File: config.mk
export PLATFORM = sky130hd
export DESIGN_NAME = usrt_rxfifo
export DESIGN_NICKNAME = d
export VERILOG_FILES = /design/src/rtl/usrt_rxfifo.sv
export SDC_FILE = /design/constraint.sdc
export NUM_CORES = 1
export LEC_CHECK = 0
export ABC_AREA = 1
export BUFFER_PORTS_ARGS = -buffer_cell sky130_fd_sc_hd__buf_2
export CAP_MARGIN = 20
export CELL_PAD_IN_SITES_DETAIL_PLACEMENT = 0
export CELL_PAD_IN_SITES_GLOBAL_PLACEMENT = 2
export CORE_MARGIN = 1.5
export CORE_UTILIZATION = 31
export CTS_CLUSTER_SIZE = 40
export DETAILED_ROUTE_END_ITERATION = 6
export GPL_TIMING_DRIVEN = 0
export PLACE_DENSITY_LB_ADDON = 0.25
export SETUP_SLACK_MARGIN = 0.5
export SLEW_MARGIN = 5
export SYNTH_ARGS = -nofsm -noshare
export SYNTH_HDL_FRONTEND = slang
export SYNTH_SLANG_ARGS = --single-unit
File: constraint.sdc
create_clock -name clk -period 2.3 [get_ports clk]
set_clock_uncertainty 0.2 [all_clocks]
set_input_delay 0 -clock clk [delete_from_list [all_inputs] [get_ports clk]]
set_output_delay 0 -clock clk [all_outputs]
set_load 0.05 [all_outputs]
File: src/rtl/usrt_rxfifo.sv
// Receive data buffer for the USRT datapath: DEPTH-entry first-word-fall-through FIFO
// with occupancy reporting and a sticky overrun flag for words dropped while full.
module usrt_rxfifo #(
    parameter  int DATA_W = 8,
    parameter  int DEPTH  = 4,
    localparam int AW     = $clog2(DEPTH)
) (
    input  logic              clk,
    input  logic              rst,
    input  logic              ld,
    input  logic [DATA_W-1:0] d,
    input  logic              rd,
    input  logic              clr_ovr,
    output logic [DATA_W-1:0] q,
    output logic              valid,
    output logic              full,
    output logic [AW:0]       count,
    output logic              ovr
);

    localparam logic [AW-1:0] PTR_ONE  = AW'(1);
    localparam logic [AW:0]   CNT_ONE  = (AW+1)'(1);
    localparam logic [AW:0]   CNT_FULL = (AW+1)'(DEPTH);

    logic [DATA_W-1:0] mem_q [DEPTH];
    logic [DATA_W-1:0] mem_d [DEPTH];
    logic [AW-1:0]     wp_q, wp_d;
    logic [AW-1:0]     rp_q, rp_d;
    logic [AW:0]       count_q, count_d;
    logic              ovr_q, ovr_d;
    logic              wr_en_s;
    logic              rd_en_s;
    logic              overrun_s;

    assign valid = (count_q != {(AW+1){1'b0}});
    assign full  = (count_q == CNT_FULL);
    assign count = count_q;
    assign ovr   = ovr_q;
    assign q     = valid ? mem_q[rp_q] : {DATA_W{1'b0}};

    // Next-state computation for storage, pointers, occupancy and overrun flag.
    always_comb begin
        // A pop frees a slot this same edge, so a full FIFO still accepts ld with rd.
        wr_en_s   = ld && (!full || rd);
        rd_en_s   = rd && valid;
        overrun_s = ld && full && !rd;

        mem_d = mem_q;
        wp_d  = wp_q;
        rp_d  = rp_q;

        if (wr_en_s) begin
            mem_d[wp_q] = d;
            wp_d        = wp_q + PTR_ONE;
        end else begin
            wp_d = wp_q;
        end

        if (rd_en_s) begin
            rp_d = rp_q + PTR_ONE;
        end else begin
            rp_d = rp_q;
        end

        case ({wr_en_s, rd_en_s})
            2'b10:   count_d = count_q + CNT_ONE;
            2'b01:   count_d = count_q - CNT_ONE;
            default: count_d = count_q;
        endcase

        // Set wins over clear so a drop in the clearing cycle is never lost.
        if (overrun_s) begin
            ovr_d = 1'b1;
        end else if (clr_ovr) begin
            ovr_d = 1'b0;
        end else begin
            ovr_d = ovr_q;
        end
    end

    // State registers with synchronous reset clearing all storage.
    always_ff @(posedge clk) begin
        if (rst) begin
            for (int i = 0; i < DEPTH; i++) begin
                mem_q[i] <= {DATA_W{1'b0}};
            end
            wp_q    <= {AW{1'b0}};
            rp_q    <= {AW{1'b0}};
            count_q <= {(AW+1){1'b0}};
            ovr_q   <= 1'b0;
        end else begin
            mem_q   <= mem_d;
            wp_q    <= wp_d;
            rp_q    <= rp_d;
            count_q <= count_d;
            ovr_q   <= ovr_d;
        end
    end

endmodule

==> implementation parameters <==
Parameter                              Value

STA
  Maximum clock frequency ... 507 MHz
  Unrepaired setup endpoints after global routing ... true
  Final-report max-slew violation count ... 0
  Final Hold Viols ... 0
  Headroom to the max-slew limit ... 65.3%
  Worst slew pin tran ... 0.520 ns
  # setup viols final ... 0
  Final worst path period need ... 1.97 ns
  Post-route clock period utilization ... 85.8%
  Accumulated negative setup slack ... 0 ns

Worst setup path
  Maximum fanout encountered on the critical timing path ... 3
  Endpoint of the worst setup timing path ... count[2]$_SDFFE_PP0P_
  Length in cells of the worst reg-to-reg path ... 11
  Crit path from ... count[0]$_SDFFE_PP0P_
  Crit Path Class ... flip-flop to flip-flop
  Reg2Reg Setup Slack ... 0.33 ns
  Kind of end point of the critical path ... flip-flop
  Required time worst endpoint ... 2.30 ns
  Worst reg2reg path startpoint ... count[0]$_SDFFE_PP0P_
  Startpoint kind of the worst setup timing path ... flip-flop
  Worst endpoint data arrival time ... 1.97 ns
  R2r endpoint ... count[2]$_SDFFE_PP0P_

Final layout
  Fraction of layout cells with a size suffix above 1 ... 23.9%
  Most common cell after layout, fill and taps aside ... inv_1
  NumNets Final ... 432
  Post-route insts no fill ... 510
  Ant diodes ... 0
  Core Util, Final ... 43.6%
  Area occupied by multi-input gates ... 1160 um2
  Leading cell types in the layout, fill and taps excluded ... inv_1, nand2_1, nor2_1
  Area occupied by registers ... 815 um2
  Layout Area Growth over Synthesis ... 33.5%
  Fillers ... 756

Die
  CORE AREA ... 6940 um2
  Die Y ... 88.5 um
  Number of standard-cell rows in the floorplan ... 30
  Die W ... 88.5 um
  Area of the die ... 7830 um2
  Starting Density ... 32.6%
  Top Ports ... 27

Power
  Power per standard cell area ... 959 nW/um2
  Pleak ... 1.45 nW
  Peak supply drop ... 455 uV

Placement
  RePlAce Congestion ... 0.831
  Placed instance count ... 479
  Placed wire-length estimate after detailed placement ... 4610 um
  # port buffers ... 26

Logic synthesis
  Mean instance size in the synthesized netlist ... 6.35 um2
  Post-synthesis cell area ... 2270 um2
  Post-synthesis sequential area ratio ... 35.3%
  #FFs+latches synth ... 40
  Post-Syn Nets ... 376
  Post-synthesis instance total ... 357
  Yosys warns ... 0
  Number of distinct library cell variants in the gate-level netlist after synthesis ... 22

Drt
  Detailed-route wire length ... 6810 um
  Number of iterations in the first detailed-routing pass ... 4
  Routed Antenna Nets ... 0
  Total vias in the final route ... 2270
  Vias/cell ... 4.45
  First-iteration detailed-routing DRC count ... 102
  Wirelength per Cell ... 13.3 um
  Post-detailed-route DRC marker count ... 0

GRT
  Vias in the first global route ... 2148
  Remaining global-route overflow ... 0
  First-pass GRT wire length ... 10600 um
  Global router's overall resource usage ... 18.4%
  Number of antenna violations at the first check in global routing ... 0
  Pin count of the biggest net entering global routing ... 13

Clock network
  Cts bufs inserted ... 5
  CTS Buffer Depth ... 2
  CTS tree ... yes
  Root buffer cell ... clkbuf_8
  Clock sinks ... 40
  Clock slew at reported path FFs ... 0.08 ns
  H-tree level count ... 2
  Source-to-sink clock delay at the later pin of the worst-skew pair ... 0.30 ns

Job
  Max-cap check violation count ... 0

Hold path
  Cell depth of the worst hold path ... 5
  Worst hold path class ... primary input to flip-flop

Outcome
  Status ... finished, final reports clean
layer usage:
layer | vias to the layer above | track usage [%] | share of wire [%]
met1 | 1026 | 23.3 | 47
met5 | - | 0 | 0
li1 | 1214 | - | -
met2 | 23 | 32.3 | 49
met4 | 0 | 4.69 | 1.4
met3 | 7 | 3.36 | 2.1
worst min path at each step:
stage / from / end / slack [ns]
finish: ld / mem_q[20]$_SDFFE_PP0P_ / 0.07
global route: ld / mem_q[19]$_SDFFE_PP0P_ / 0.1
CTS: ld / mem_q[19]$_SDFFE_PP0P_ / 0.05
detailed placement: rst / ovr$_SDFFE_PP0P_ / -0.002
global placement: rst / ovr$_SDFFE_PP0P_ / -0.00006
floorplan: rst / ovr$_SDFFE_PP0P_ / -0.13
repair_timing:
| action | in CTS | in global routing |
|---|---|---|
| endpoints found under the hold margin | 38 | 0 |
| hold buffers | 12 | 0 |
| setup endpoints to repair | 32 | 21 |
| pin swaps | 5 | 5 |
| gates resized for setup | 20 | 31 |
| buffers inserted | 6 | 5 |
cell type report:
class	instances	area share [%]
Multi-Input combinational cell	211	38.4
Sequential cell	40	26.9
Timing Repair Buffer	49	12.7
Inverter	87	11.3
Tap cell	96	3.97
Buffer	19	3.64
Clock buffer	6	2.73
Clock inverter	2	0.331
power by group:
group | total, W | switching [W] | internal [W] | leakage, nW
Combinational | 0.00155 | 0.00102 | 0.000535 | 1.07
Sequential | 0.000844 | 0.0000557 | 0.000788 | 0.330
Clock | 0.000508 | 0.000268 | 0.000240 | 0.0510
logic make-up (layout without fill, tap and decap cells):
logic type	Yosys count	count (layout)	share of synthesized area (%)
and+or+nand+nor	154	154	31.3
buffers and inverters	106	163	18.3
AOI/OAI and AO/OA	50	50	11.0
DFF	40	40	35.3
adders and majority gates	6	6	3.64
xor gates and xnor gates	1	1	0.387
flip-flops by register name, summed over array words and instances, names as in the netlist:
name	flops
rp_q	2
ovr	1
mem_q	32
wp_q	2
count	3
through the flow:
step	setup slack, ns	area [um2]	hold WS [ns]	power (W)
after floorplan	0.124	2340	-0.131	0.00182
after global placement	0.0594	2590	-0.0000589	0.00212
after detailed placement	0.0590	2590	-0.00164	0.00213
after CTS	0.333	2890	0.0527	0.00274
after global routing	0.214	3030	0.0974	0.00310
final	0.328	3030	0.0654	0.00290
cells in the mapped netlist, drive strengths merged:
cell     n  area share, %
buf     13            2.9
xor2     1           0.39
fa       1           0.88
ha       5            2.8
nand4   32            8.8
inv     87             14
nand3    6            2.8
clkbuf   6           0.99
or2      1           0.28
dfxtp   40             35
a21oi   29            6.4
nand2   73             12
nor3     1           0.22
nor2    41            7.1
o21ai   21            4.6
critical path: stages (launching register included):
cell and delay [ns]:
dfxtp_4 0.36, nor2_4 0.16, nand3_4 0.11, nand2_4 0.09, ha_4 0.14, inv_4 0.04
fa_2 0.35, or2_4 0.23, nand2_2 0.07, nand2_1 0.05, nand2_1 0.05, nor2_1 0.04
No activity file was read; power rests on OpenSTA's default activity.
